### src/rtl/rob_pkg.sv
// Shared types, sizes and the age helper for the in-order retirement buffer.
package rob_pkg;

    localparam int DEPTH  = 8;
    localparam int TAG_W  = 3;
    localparam int DATA_W = 32;

    typedef struct packed {
        logic              valid;
        logic              done;
        logic [DATA_W-1:0] pc;
        logic [4:0]        rd;
        logic              regwrite;
        logic [DATA_W-1:0] value;
    } rob_entry_t;

    // Distance of an entry from head; smaller means older.
    function automatic logic [TAG_W-1:0] rob_age(input logic [TAG_W-1:0] index,
                                                 input logic [TAG_W-1:0] head);
        return index - head;
    endfunction

endpackage

### src/rtl/rob_pc_match.sv
// Combinational finder for the oldest valid, not-yet-done entry whose PC matches,
// skipping entries already claimed by a higher-priority completion port.
module rob_pc_match
    import rob_pkg::*;
(
    input  rob_entry_t        entries_i [DEPTH],
    input  logic [TAG_W-1:0]  head_i,
    input  logic [DATA_W-1:0] pc_i,
    input  logic [DEPTH-1:0]  exclude_i,
    output logic              hit_o,
    output logic [TAG_W-1:0]  index_o
);

    logic [DEPTH-1:0] cand;

    generate
        for (genvar gi = 0; gi < DEPTH; gi++) begin : g_cand
            assign cand[gi] = entries_i[gi].valid && !entries_i[gi].done &&
                              (entries_i[gi].pc == pc_i) && !exclude_i[gi];
        end
    endgenerate

    logic [TAG_W-1:0] best_age;

    always_comb begin
        hit_o    = 1'b0;
        index_o  = '0;
        best_age = '0;
        for (int i = 0; i < DEPTH; i++) begin
            if (cand[i] && (!hit_o || rob_age(TAG_W'(i), head_i) < best_age)) begin
                hit_o    = 1'b1;
                index_o  = TAG_W'(i);
                best_age = rob_age(TAG_W'(i), head_i);
            end
        end
    end

endmodule

### src/rtl/reorder_buffer.sv
// In-order retirement buffer: allocate at dispatch, mark done on PC-keyed
// completions from ALU/MUL/DIV, retire at most one done head entry per cycle.
module reorder_buffer
    import rob_pkg::*;
(
    input  logic              clk,
    input  logic              reset,
    input  logic              ROB_Flush,
    input  logic              dispatch_valid,
    input  logic [DATA_W-1:0] dispatch_PC,
    input  logic [4:0]        dispatch_Rd,
    input  logic              dispatch_RegWrite,
    output logic [TAG_W-1:0]  dispatch_tag,
    output logic              rob_full,
    output logic              rob_empty,
    input  logic              alu_exec_done,
    input  logic [DATA_W-1:0] alu_exec_PC,
    input  logic [DATA_W-1:0] alu_exec_value,
    input  logic              mul_exec_done,
    input  logic [DATA_W-1:0] mul_exec_PC,
    input  logic [DATA_W-1:0] mul_exec_value,
    input  logic              div_exec_done,
    input  logic [DATA_W-1:0] div_exec_PC,
    input  logic [DATA_W-1:0] div_exec_value,
    output logic              commit_valid,
    output logic [DATA_W-1:0] commit_PC,
    output logic [4:0]        commit_Rd,
    output logic              commit_RegWrite,
    output logic [DATA_W-1:0] commit_value
);

    rob_entry_t        entries_q [DEPTH];
    rob_entry_t        entries_d [DEPTH];
    logic [TAG_W-1:0]  head_q, head_d;
    logic [TAG_W-1:0]  tail_q, tail_d;
    logic [TAG_W:0]    count_q, count_d;

    logic              commit_valid_q;
    logic [DATA_W-1:0] commit_pc_q;
    logic [4:0]        commit_rd_q;
    logic              commit_regwrite_q;
    logic [DATA_W-1:0] commit_value_q;

    assign rob_full     = (count_q == (TAG_W+1)'(DEPTH));
    assign rob_empty    = (count_q == '0);
    assign dispatch_tag = tail_q;

    logic dispatch_accept;
    logic commit_fire;
    assign dispatch_accept = dispatch_valid && !rob_full;
    assign commit_fire     = entries_q[head_q].valid && entries_q[head_q].done;

    logic             alu_hit, mul_hit, div_hit;
    logic [TAG_W-1:0] alu_idx, mul_idx, div_idx;
    logic [DEPTH-1:0] alu_mask, mul_mask;

    // Chained exclusion lets same-PC completions claim successive oldest matches.
    assign alu_mask = alu_hit ? (DEPTH'(1) << alu_idx) : '0;
    assign mul_mask = mul_hit ? (DEPTH'(1) << mul_idx) : '0;

    rob_pc_match u_match_alu (
        .entries_i (entries_q),
        .head_i    (head_q),
        .pc_i      (alu_exec_PC),
        .exclude_i ({DEPTH{1'b0}}),
        .hit_o     (alu_hit),
        .index_o   (alu_idx)
    );

    rob_pc_match u_match_mul (
        .entries_i (entries_q),
        .head_i    (head_q),
        .pc_i      (mul_exec_PC),
        .exclude_i (alu_mask),
        .hit_o     (mul_hit),
        .index_o   (mul_idx)
    );

    rob_pc_match u_match_div (
        .entries_i (entries_q),
        .head_i    (head_q),
        .pc_i      (div_exec_PC),
        .exclude_i (alu_mask | mul_mask),
        .hit_o     (div_hit),
        .index_o   (div_idx)
    );

    always_comb begin
        entries_d = entries_q;
        head_d    = head_q;
        tail_d    = tail_q;
        count_d   = count_q;

        if (alu_exec_done && alu_hit) begin
            entries_d[alu_idx].done  = 1'b1;
            entries_d[alu_idx].value = alu_exec_value;
        end
        if (mul_exec_done && mul_hit) begin
            entries_d[mul_idx].done  = 1'b1;
            entries_d[mul_idx].value = mul_exec_value;
        end
        if (div_exec_done && div_hit) begin
            entries_d[div_idx].done  = 1'b1;
            entries_d[div_idx].value = div_exec_value;
        end

        if (commit_fire) begin
            entries_d[head_q].valid = 1'b0;
            head_d                  = head_q + 1'b1;
        end

        // The tail slot is never valid when a dispatch is accepted, so it cannot
        // have been matched above.
        if (dispatch_accept) begin
            entries_d[tail_q].valid    = 1'b1;
            entries_d[tail_q].done     = 1'b0;
            entries_d[tail_q].pc       = dispatch_PC;
            entries_d[tail_q].rd       = dispatch_Rd;
            entries_d[tail_q].regwrite = dispatch_RegWrite;
            entries_d[tail_q].value    = '0;
            tail_d                     = tail_q + 1'b1;
        end

        case ({dispatch_accept, commit_fire})
            2'b10:   count_d = count_q + 1'b1;
            2'b01:   count_d = count_q - 1'b1;
            default: count_d = count_q;
        endcase
    end

    always_ff @(posedge clk) begin
        if (reset) begin
            for (int i = 0; i < DEPTH; i++) begin
                entries_q[i].valid <= 1'b0;
                entries_q[i].done  <= 1'b0;
            end
            head_q            <= '0;
            tail_q            <= '0;
            count_q           <= '0;
            commit_valid_q    <= 1'b0;
            commit_pc_q       <= '0;
            commit_rd_q       <= '0;
            commit_regwrite_q <= 1'b0;
            commit_value_q    <= '0;
        end else if (ROB_Flush) begin
            for (int i = 0; i < DEPTH; i++) begin
                entries_q[i].valid <= 1'b0;
                entries_q[i].done  <= 1'b0;
            end
            head_q         <= '0;
            tail_q         <= '0;
            count_q        <= '0;
            commit_valid_q <= 1'b0;
        end else begin
            for (int i = 0; i < DEPTH; i++) begin
                entries_q[i] <= entries_d[i];
            end
            head_q         <= head_d;
            tail_q         <= tail_d;
            count_q        <= count_d;
            commit_valid_q <= commit_fire;
            if (commit_fire) begin
                commit_pc_q       <= entries_q[head_q].pc;
                commit_rd_q       <= entries_q[head_q].rd;
                commit_regwrite_q <= entries_q[head_q].regwrite;
                commit_value_q    <= entries_q[head_q].value;
            end
        end
    end

    assign commit_valid    = commit_valid_q;
    assign commit_PC       = commit_pc_q;
    assign commit_Rd       = commit_rd_q;
    assign commit_RegWrite = commit_regwrite_q;
    assign commit_value    = commit_value_q;

endmodule

### config.mk
export PLATFORM = sky130hd
export DESIGN_NAME = reorder_buffer
export DESIGN_NICKNAME = d
export VERILOG_FILES = /design/src/rtl/rob_pkg.sv /design/src/rtl/rob_pc_match.sv /design/src/rtl/reorder_buffer.sv
export SDC_FILE = /design/constraint.sdc
export NUM_CORES = 2
export LEC_CHECK = 0
export BUFFER_PORTS_ARGS = -buffer_cell sky130_fd_sc_hd__buf_2
export CAP_MARGIN = 20
export CORE_ASPECT_RATIO = 1.1
export CORE_MARGIN = 3
export CORE_UTILIZATION = 56
export DETAILED_ROUTE_END_ITERATION = 10
export PLACE_DENSITY = 0.81
export SETUP_SLACK_MARGIN = 0.15
export SYNTH_ARGS = -nofsm -noshare
export SYNTH_HDL_FRONTEND = slang
export SYNTH_HIERARCHICAL = 1
export SYNTH_SLANG_ARGS = --single-unit
### constraint.sdc
create_clock -name clk -period 34.6 [get_ports clk]
set_input_delay 6.92 -clock clk [delete_from_list [all_inputs] [get_ports clk]]
set_output_delay 6.92 -clock clk [all_outputs]
set_load 0.01 [all_outputs]
# Word-level counts from Yosys, hierarchy flattened
# Cells that the tools add are included.
[word_totals]
n_memories = 0
reg_bits = 657
ramBits = 0
elab_cells = 403
input_bits = 237
output_inout_bits = 76
romBits = 0
latchBits = 0
[op_classes]
n_mux = 116
eq_ne = 27
div_mod_pow = 0
n_reduce_logical = 151
magnitude_cmp = 31
multipliers = 0
bitwise = 8
addsub = 12
shifts = 2
[ops]
columns = ["op", "count"]
rows = [
  ["576-bit bitwise mux", 13],
  ["576-bit 2-to-1 mux", 5],
  ["72-bit demux with 3-bit select", 13],
  ["32-bit == test", 24],
  ["72-bit 2-to-1 mux", 4],
  ["71-bit 2-to-1 mux", 4],
  ["72-bit binary-select mux with 3-bit select", 1],
  ["32-bit 2-to-1 mux", 4],
  ["3-bit 2-to-1 mux", 33],
  ["1-bit logical AND", 79],
  ["70-bit 2-to-1 mux", 1],
  ["3-bit < comparator", 21],
  ["1-bit zero test", 46],
  ["38-bit 2-to-1 mux", 1],
  ["33-bit 2-to-1 mux", 1],
  ["1-bit 2-to-1 mux", 27],
  ["1-bit logical OR", 21],
  ["4-bit greater-or-equal comparator (second input constant)", 5],
  ["4-bit by 1-bit < comparator with 1-bit output (second input constant)", 5],
  ["3-bit inverter with 4-bit output", 5],
  ["8-bit 2-to-1 mux", 2],
  ["1-bit by 3-bit << shifter with 8-bit output (first input constant)", 2],
  ["2-bit 2-to-1 mux", 6],
  ["3-bit subtractor (first input constant)", 4],
  ["other kinds (15)", 20],
]

# Longest topological paths before layout
[depth]
depth_word = 116
depth_mapped = 162
mapped_depth_nobuf = 156

# By module
# Netlist, hierarchy kept.
[modules_own_cells]
columns = ["module", "n_inst", "area_per_inst_um2", "cells_each", "seq_area_each_um2"]
rows = [
  ["reorder_buffer", 1, 35465.3, 2914, 18758.0],
  ["rob_pc_match", 3, 3967.6, 521, 0.0],
]

# Worst setup path before layout
# No wires, ideal clock.
[synth_timing]
path_kind = "input to register"
start = "input port alu_exec_PC[5]"
end = "register entries_q[504] (netlist bit), data pin"
arrival_time_ns = 37.088
setup_ns = 0.256
path_stages = 144
required_time_ns = 34.344
path_slack_ns = -2.744
n_path_buf = 6
path_cell_list = "buf_2 > xor2_1 > nor4_1 > nand4_1 > nor4_1 > nand2_1 > ha_1 > a21oi_1 > o21a_1 > mux2i_1 > inv_1 > ha_1 > or3_1 > or4_4 > a311oi_4 > mux2_2 > inv_1 > ha_1 > [... 108 more ...] > ha_1 > nor3_1 > o21ai_0 > or3_1 > o221ai_1 > nand2_1 > o31a_1 > ha_1 > a21o_1 > a21oi_1 > o21ai_0 > o21ai_0 > nand3b_1 > nor3_1 > and2_1 > clkbuf_2 > buf_2 > a22o_1"
[synth_lines]
columns = ["element", "line_no", "source"]
rows = [
  ["from (decl)", "reorder_buffer.sv:17", "input logic [DATA_W-1:0] alu_exec_PC,"],
  ["to (signal, indexed assignment)", "reorder_buffer.sv:156", "entries_q[i] <= entries_d[i];"],
  ["to (decl)", "reorder_buffer.sv:32", "rob_entry_t entries_q [DEPTH];"],
]

==> metrics.cfg <==
[floorplanning]
rows=111
start_util=0.567
die-area_mm2=0.0881
io_pins=313
die_w_um=283
die_h_um=311
core_mm2=0.0836

[placed_design]
gp_congestion=1.10
dpl_cell_area_mm2=0.0512
dp_cells=5762
dp_slack_ns=-1.18
hpwl_mm=151
io_buffer_count=312

[logic_synthesis]
netlist_area_mm2=0.0474
synth_top_family_by_area=XOR/XNOR gates
synth_edf_count=560
synthMuxAreaShare=0.142
synth_compound_area_frac=0.121
synth-simple-area-share=0.134
synthFlopType=edfxtp_1
synthArstFlopShare=0
synth-seq-cells=657
ys_types=74
yosysWarnings=6
syn_inst=4477
synth-xor-area-share=0.144
avgSynthCellArea_um2=10.6
yosys.area_share.adder=0.0129
yosysSeqAreaShare=0.396

[critical_path]
path_buf_inv=17
critPathMostFrequentCell=o21ai_1
cp-end-kind=flip-flop
critical_path.max_fanout=11
start_kind=primary input
critPathMaxStageDelay_ns=0.47
critPathKind=primary input to flip-flop
worstPathRequired_ns=35.12
critPathArrivalTime_ns=35.28
cp_slowest_cell=or4_4
crit_family=simple AND/OR/NAND/NOR gates

[cells_and_area]
drive_above_1_share=0.238
area_delta_synth_final_pct=17.1
multi_input_area_mm2=0.0273
nFillCells=6345
fin_nets=5091
fin_cells=6018
final_core_util=0.664
design_area_mm2=0.0555
register_area_mm2=0.0188

[timing]
setup_slack_ns=-0.158
period_share=1.00
hold_viol_final=0
setup_violations=211
tightest_slew_ns=1.35
fin_worst_skew_ns=0.0471
drv_slew=0
maxSlewHeadroom=0.0906
fin_crit_ns=34.76
fmax_mhz=28.8
rsz0062_at_grt=yes

[grt]
grt.total_usage=0.479
grt_pass1_wl_mm=302
grt_antenna_before_repair=24
first_global_vias=39805
overflow=0
grt_max_degree=127

[worst_hold_path]
min_path_type=flip-flop to flip-flop

[clock_tree]
clk_path_buf_depth=3
worstSkewPairLatency_ns=0.68
htree_levels=3
cts-root-buf=clkbuf_16
clkTransAtPathRegs_ns=0.07
clock-sinks=657
cts_hold_buf=0
cts_tree=done
cts_made_buffers=74

[status]
status=finished with violations
violations=DRC, setup timing

[detailed_routing]
vias=42710
drc_errors=1
wl_per_cell_um=37.2
viasPerCell=7.10
drt_iter0_markers=7306
first_pass_iters=11
ant_nets=0
wirelength_mm=224

[flow_run]
max_cap_viol_count=0

[pwr]
leakage_uw=0.0209
power-per-cell-area_mw_per_mm2=34.4
ir_worst_vdd_uv=44.4

## stage by stage
stage | TNS [ns] | total power (uW) | hold WS [ns]
floorplan | 0 | 1010 | 0.455
finish | -12.36 | 1910 | 0.490
global route | -336.40 | 1940 | 0.523
global placement | -61.34 | 1080 | 0.470
CTS | 0 | 1890 | 0.491
detailed placement | -281.38 | 1090 | 0.484
## cell usage in the layout (no fill, tap or decap), types with 10 or more instances in the layout
cell type | Yosys | layout
a21o_1 | 18 | 18
a21oi_1 | 301 | 285
a21oi_2 | 0 | 12
a22o_1 | 259 | 259
a311oi_1 | 70 | 70
and2_1 | 319 | 310
and2_4 | 1 | 10
buf_12 | 1 | 29
buf_2 | 131 | 310
buf_4 | 30 | 305
buf_6 | 20 | 37
clkbuf_1 | 196 | 18
clkbuf_16 | 0 | 90
clkinv_2 | 1 | 12
dfxtp_1 | 97 | 95
diode_2 | 0 | 22
edfxtp_1 | 560 | 560
ha_1 | 49 | 31
ha_4 | 0 | 11
inv_1 | 45 | 41
mux2i_1 | 334 | 331
mux4_2 | 144 | 144
nand2_1 | 114 | 110
nand2b_1 | 26 | 22
nand3_1 | 35 | 35
nand4_1 | 127 | 127
nor2_1 | 294 | 265
nor2_4 | 0 | 30
nor3_1 | 38 | 25
nor3_4 | 5 | 14
nor4_1 | 121 | 112
o21ai_0 | 89 | 68
o21ai_1 | 17 | 32
or3_1 | 18 | 16
or4_1 | 13 | 12
xnor2_1 | 400 | 400
xor2_1 | 380 | 379
## power by group
part | total [uW] | switching (uW) | leakage [uW] | internal (uW)
sequential | 881 | 10.8 | 0.00627 | 870
combinational | 203 | 134 | 0.0134 | 68.8
clock | 825 | 369 | 0.00120 | 456
total | 1910 | 513 | 0.0209 | 1390
## worst register-to-register path: cells and delay by family, from the launching register on
family / cells / cell delay [ns]
xor+xnor: 1 / 0.36
simple gates: 46 / 9.81
mux: 9 / 2.42
flops: 1 / 0.60
buf+inv: 15 / 2.13
compound gates: 57 / 8.57
fa+ha+maj: 20 / 5.05
## cells in the mapped netlist (35+ instances only)
master	n	area, um2
buf_2	131	656
buf_1	45	169
dfxtp_1	97	1940
nor4_1	121	757
o21ai_0	89	445
and2_1	319	2000
nand3_1	35	175
xnor2_1	400	3500
a21oi_1	301	1510
nand4_1	127	795
nand2_1	114	428
nor2_1	294	1100
xor2_1	380	3330
ha_1	49	613
mux4_2	144	3240
a22o_1	259	2270
mux2i_1	334	3340
inv_1	45	169
a311oi_1	70	613
clkbuf_1	196	736
nor3_1	38	190
edfxtp_1	560	16800
## flip-flops by register name (all words and copies together), names as in the netlist
signal / flops
commit_RegWrite: 1
dispatch_tag: 3
count_q: 4
commit_value: 32
entries_q: 576
commit_valid: 1
commit_PC: 32
head_q: 3
commit_Rd: 5
## cell families (layout without fill, tap and decap cells)
kind of cell,after synthesis,after routing
and+or+nand+nor,1170,1170
AOI/OAI and AO/OA,828,828
xor gates and xnor gates,780,780
DFF,657,657
buffers and inverters,504,886
muxes,488,488
adders and majority gates,49,49
other,1,30
## final timing paths
| path | from | end | slack, ns | cells past startpoint |
|---|---|---|---|---|
| max | alu_exec_PC[8] | entries_q[522] | -0.16 | 150 |
| min | count_q[3] | count_q[3] | 0.49 | 2 |
| max reg2reg | entries_q[567] | entries_q[522] | 5.59 | 148 |
| min reg2reg | count_q[3] | count_q[3] | 0.49 | 2 |
## cell type report
type | count | share of cell area
multi-input cells | 3323 | 0.491
flip-flops and latches | 657 | 0.338
repair buffers | 701 | 0.0955
clock buffers | 102 | 0.0373
well taps | 1130 | 0.0255
clock inverters | 35 | 0.00740
inverters | 48 | 0.00363
diodes | 22 | 0.000992
## routing by layer
layer  routed length, um  vias up  GRT usage
met4               23200       10      0.347
met5                  55        -          0
met2               97500     4031      0.740
li1                    -    17154          -
met3               30000     1127      0.133
met1               73200    20388      0.576
## repair_timing
item / CTS / global route
endpoints found under the setup margin: 264 / 264
buffers inserted: 27 / 49
pin swaps: 31 / 251
gates resized for setup: 21 / 155
gates cloned: 1 / 20
No activity file was read; power rests on OpenSTA's default activity.
